<file path="config.mk">
export PLATFORM = sky130hd
export DESIGN_NAME = scan_pattern_ctrl
export DESIGN_NICKNAME = d
export VERILOG_FILES = /design/src/rtl/scan_pattern_ctrl_pkg.sv /design/src/rtl/scan_pattern_ctrl_compare.sv /design/src/rtl/scan_pattern_ctrl.sv
export SDC_FILE = /design/constraint.sdc
export NUM_CORES = 1
export LEC_CHECK = 0
export CAP_MARGIN = 20
export CORE_ASPECT_RATIO = 0.5
export CORE_UTILIZATION = 40
export DETAILED_ROUTE_END_ITERATION = 8
export PLACE_DENSITY = 0.65
export SLEW_MARGIN = 20
export SYNTH_ARGS = -nofsm -noshare
export SYNTH_HDL_FRONTEND = slang
export SYNTH_SLANG_ARGS = --single-unit
</file>
<file path="constraint.sdc">
create_clock -name clk -period 5.4 [get_ports clk]
set_input_delay 1.62 -clock clk [delete_from_list [all_inputs] [get_ports clk]]
set_output_delay 1.62 -clock clk [all_outputs]
set_load 0.02 [all_outputs]
</file>
<file path="src/rtl/scan_pattern_ctrl_pkg.sv">
// Shared definitions for the scan pattern controller: FSM states, default
// geometry and the result counter width.
package wrapsim_pkg;

    localparam int DEF_N = 4;
    localparam int DEF_L = 4;
    localparam int CNT_W = 16;

    typedef enum logic [2:0] {
        S_IDLE,
        S_SHIFT,
        S_CAPTURE,
        S_FLUSH,
        S_DONE
    } state_t;

endpackage

</file>
<file path="src/rtl/scan_pattern_ctrl_compare.sv">
// Masked chain response compare with a sticky fail flag and a saturating
// count of mismatching beats.
module scan_compare
    import wrapsim_pkg::*;
#(
    parameter int N = DEF_N
) (
    input  logic             clk,
    input  logic             reset,
    input  logic             clear,
    input  logic             enable,
    input  logic [N-1:0]     chain_out,
    input  logic [N-1:0]     exp_data,
    input  logic [N-1:0]     mask,
    output logic             fail,
    output logic [CNT_W-1:0] fail_cnt
);

    function automatic logic [CNT_W-1:0] sat_inc(input logic [CNT_W-1:0] v);
        return (&v) ? v : v + CNT_W'(1);
    endfunction

    logic mismatch;

    assign mismatch = |((chain_out ^ exp_data) & mask);

    always_ff @(posedge clk or negedge reset) begin
        if (!reset) begin
            fail     <= 1'b0;
            fail_cnt <= '0;
        end else if (clear) begin
            fail     <= 1'b0;
            fail_cnt <= '0;
        end else if (enable && mismatch) begin
            fail     <= 1'b1;
            fail_cnt <= sat_inc(fail_cnt);
        end
    end

endmodule

</file>
<file path="src/rtl/scan_pattern_ctrl.sv">
// Streams scan patterns into N parallel chains of length L, pulses capture
// between loads, flushes the final response and scores masked mismatches.
module scan_pattern_ctrl
    import wrapsim_pkg::*;
#(
    parameter int N = DEF_N,
    parameter int L = DEF_L
) (
    input  logic             clk,
    input  logic             reset,
    input  logic             start,
    input  logic             pat_valid,
    output logic             pat_ready,
    input  logic [N-1:0]     pat_si,
    input  logic [N-1:0]     pat_exp,
    input  logic [N-1:0]     pat_mask,
    input  logic             pat_last,
    output logic             chain_en,
    output logic [N-1:0]     chain_in,
    input  logic [N-1:0]     chain_out,
    output logic             busy,
    output logic             done,
    output logic             fail,
    output logic             err_underrun,
    output logic [CNT_W-1:0] fail_cnt,
    output logic [CNT_W-1:0] pat_cnt
);

    localparam int SW = (L > 1) ? $clog2(L) : 1;
    localparam logic [SW-1:0] SH_LAST = SW'(L - 1);

    function automatic logic [CNT_W-1:0] sat_inc(input logic [CNT_W-1:0] v);
        return (&v) ? v : v + CNT_W'(1);
    endfunction

    state_t        state, state_n;
    logic [SW-1:0] sh_cnt;
    logic          last_flag;
    logic          accept;
    logic          clear;
    logic          underrun;

    always_comb begin
        state_n   = state;
        pat_ready = 1'b0;
        chain_en  = 1'b0;
        chain_in  = '0;
        accept    = 1'b0;
        clear     = 1'b0;
        underrun  = 1'b0;
        case (state)
            S_IDLE: begin
                if (start) begin
                    state_n = S_SHIFT;
                    clear   = 1'b1;
                end
            end
            S_SHIFT, S_FLUSH: begin
                pat_ready = 1'b1;
                chain_en  = pat_valid;
                chain_in  = (state == S_SHIFT) ? pat_si : '0;
                if (!pat_valid) begin
                    state_n  = S_DONE;
                    underrun = 1'b1;
                end else begin
                    accept = 1'b1;
                    if (sh_cnt == SH_LAST)
                        state_n = (state == S_SHIFT) ? S_CAPTURE : S_DONE;
                end
            end
            S_CAPTURE: state_n = last_flag ? S_FLUSH : S_SHIFT;
            S_DONE:    state_n = S_IDLE;
            default:   state_n = S_IDLE;
        endcase
    end

    assign busy = (state != S_IDLE);
    assign done = (state == S_DONE);

    always_ff @(posedge clk or negedge reset) begin
        if (!reset) begin
            state        <= S_IDLE;
            sh_cnt       <= '0;
            last_flag    <= 1'b0;
            err_underrun <= 1'b0;
            pat_cnt      <= '0;
        end else begin
            state <= state_n;
            if (clear) begin
                sh_cnt       <= '0;
                last_flag    <= 1'b0;
                err_underrun <= 1'b0;
                pat_cnt      <= '0;
            end
            if (underrun)
                err_underrun <= 1'b1;
            if (accept) begin
                sh_cnt <= (sh_cnt == SH_LAST) ? '0 : sh_cnt + SW'(1);
                // Only the closing beat of a load may mark it as the final one.
                if (state == S_SHIFT && sh_cnt == SH_LAST && pat_last)
                    last_flag <= 1'b1;
            end
            if (state == S_CAPTURE)
                pat_cnt <= sat_inc(pat_cnt);
        end
    end

    scan_compare #(.N(N)) u_cmp (
        .clk       (clk),
        .reset     (reset),
        .clear     (clear),
        .enable    (accept),
        .chain_out (chain_out),
        .exp_data  (pat_exp),
        .mask      (pat_mask),
        .fail      (fail),
        .fail_cnt  (fail_cnt)
    );

endmodule

</file>
==> flow_summary.json <==
{
  "synth_edf_count": 0,
  "nets": 335,
  "final_core_util_pct": 56.1,
  "place_inst": 377,
  "route.detailed.drc": 0,
  "wirelength_um": 5580,
  "cts-buffers-inserted": 5,
  "max_clock_freq_mhz": 218,
  "clk_pin_slew_ns": 0.05,
  "io_buffer_count": 62,
  "yosysWarnings": 0,
  "synth_top_area_share_pct": 43.6,
  "row_count": 19,
  "firstDrtPassIters": 4,
  "grt_usage_pct": 20.4,
  "clock-skew-final_ns": 0.00328,
  "cts_root_buffer": "clkbuf_16",
  "n_antenna_cell": 0,
  "cpMostUsedCell": "clkdlybuf4s50_1",
  "p_leak_nw": 1.25,
  "maxCapViolations": 0,
  "syn_nets": 274,
  "cts_tree": "done",
  "netlist_top_cells_area": "dfrtp_1 (44%), nand2_1 (4.9%), nand3_1 (4.8%)",
  "cts_buffer_depth": 2,
  "drt_iter0_drc": 94,
  "clk_latency_ns": 0.28,
  "crit_chain": "clkdlybuf4s50_1, nand2_2, inv_1, clkdlybuf4s50_1",
  "path_max_fanout": 8,
  "vias": 2114,
  "synth_seq_area_share_pct": 43.6,
  "worst_ep_required_time_ns": 3.78,
  "slew_violations": 0,
  "min_period_ns": 4.60,
  "cts_sinks": 40,
  "hold_buffers": 0,
  "min-delay-path-class": "reg -> reg",
  "status": "finished clean",
  "post-route-period-util_pct": 85.1,
  "die_w_um": 109,
  "yosysMostFrequentCell": "dfrtp_1",
  "setup-tns-final_ns": 0,
  "power_density_nw_per_um2": 314,
  "wl_per_cell_um": 14.5,
  "p_int_mw": 0.637,
  "drive_gt1_share_pct": 5.79,
  "synthArstFlopShare_pct": 100,
  "syn_avg_cell_area_um2": 9.18,
  "cp.arrival_ns": 2.98,
  "vdd_ir_drop_max_mv": 0.183,
  "cts.htree.levels": 2,
  "clkPwrFrac_pct": 28.8,
  "synth_top_area_cell": "dfrtp_1",
  "synth.distinct_cells": 51,
  "grt_max_degree": 41,
  "power_mw": 0.973,
  "cp_slowest_stage_delay_ns": 0.60,
  "endpoint_kind": "primary output",
  "ys_top_cells_by_count": "dfrtp_1 (40), nand2_1 (30), nand3_1 (22)",
  "slew_headroom_pct": 38.5,
  "final_cells": 384,
  "setup_viol": 0,
  "synthCells": 250,
  "io_pins": 63,
  "rsz0062_at_grt": "no",
  "comb_power_share_pct": 32.9,
  "pwr-share-seq_pct": 38.4,
  "finalHoldViolations": 0,
  "hpwl_um": 3930,
  "antenna_found_initial": 0,
  "crit_path_top_delay_cell": "clkdlybuf4s50_1",
  "critical_path_class": "in -> out",
  "antenna_left": 0,
  "dieArea_um2": 6060,
  "grt_pass1_wl_um": 9610,
  "syn_area_um2": 2290,
  "initial_utilization_pct": 41.6,
  "worstMarginPinSlew_ns": 0.918,
  "switching_share_pct": 34.5,
  "first_global_vias": 2031,
  "dominantRegCellSynth": "dfrtp_1",
  "power.switching_mw": 0.336,
  "die_h_um": 55.6,
  "post_cts_buffers": 0,
  "grt.overflow.total": 0,
  "core_um2": 5520,
  "routabilityCongestion": 0.777,
  "synth-seq-cells": 40,
  "ctsResizeCount": 0,
  "area_growth_pct": 34.8,
  "vias_per_cell": 5.51,
  "setup.worst_path.start_class": "input pin"
}
==> cell usage in the layout, fill, tap and decap left out, drive strengths merged, types with 8 or more instances in the layout <==
master	synthesis	layout
a21oi	10	10
clkdlybuf4s50	0	61
dfrtp	40	40
inv	12	12
nand2	31	31
nand3	22	22
nand4	9	9
nor2	12	12
nor3	9	9
o21ai	11	11
or3	8	8
==> power by group through the flow <==
stage,sequential (mW),combinational (mW),clock (mW)
floorplan,0.386,0.177,0
global placement,0.376,0.317,0
detailed placement,0.378,0.321,0
CTS,0.373,0.322,0.287
global route,0.379,0.352,0.299
finish,0.373,0.320,0.280
==> final timing paths <==
| path | depth (start not counted) | end | startpoint | slack, ns |
|---|---|---|---|---|
| setup / recovery | 4 | chain_en | pat_valid | 0.80 |
| hold / removal | 2 | last_flag | last_flag | 0.48 |
| setup reg to reg | 6 | u_cmp.fail_cnt[13] | u_cmp.fail_cnt[0] | 3.27 |
| hold reg to reg | 2 | last_flag | last_flag | 0.48 |
| max in group asynchronous | 1 | pat_cnt[14] | reset | 3.37 |
| min in group asynchronous | 1 | sh_cnt[0] | reset | 1.47 |
==> flip-flops by register name, summed over array words and instances (netlist names) <==
signal          count
sh_cnt              2
pat_cnt            16
err_underrun        1
state               3
last_flag           1
u_cmp.fail          1
u_cmp.fail_cnt     16
==> logic make-up after synthesis <==
group | share of synthesized area (%)
flip-flops | 43.6
AND/OR/NAND/NOR | 29.8
multiplexers | 1.74
AO/OA/AOI/OAI | 15.6
XOR/XNOR | 3.43
adder cells (fa/ha/maj) | 1.64
buffers and inverters | 4.09
==> worst max-delay path: cells and delay by family <==
family | cells | cell delay (ns)
and+or+nand+nor | 1 | 0.13
buffers and inverters | 3 | 1.23
==> stage by stage <==
step | setup slack [ns] | hold WS, ns | cell area (µm²)
after floorplan | 1.92 | 0.448 | 2290
after global placement | 0.826 | 0.469 | 2960
after detailed placement | 0.805 | 0.474 | 2960
after CTS | 0.803 | 0.487 | 3090
after global routing | 0.724 | 0.510 | 3090
final | 0.804 | 0.481 | 3090
==> layout make-up <==
type | instances | area, µm²
Clock buffer | 6 | 129
Inverter | 12 | 45.0
Sequential cell | 40 | 1000
Timing Repair Buffer | 63 | 623
Multi-Input combinational cell | 189 | 1200
Fill cell | 507 | 2420
Tap cell | 73 | 91.3
Clock inverter | 1 | 5.00
==> layer usage <==
| layer | share of wire [%] | up-vias | GRT usage (%) |
|---|---|---|---|
| li1 | - | 1051 | - |
| met5 | 0 | - | 0 |
| met4 | 1.1 | 0 | 6.95 |
| met2 | 48 | 38 | 32.3 |
| met1 | 48 | 1018 | 27.6 |
| met3 | 3.3 | 7 | 4.37 |
Note: power is estimated with default switching activity, not from simulation.
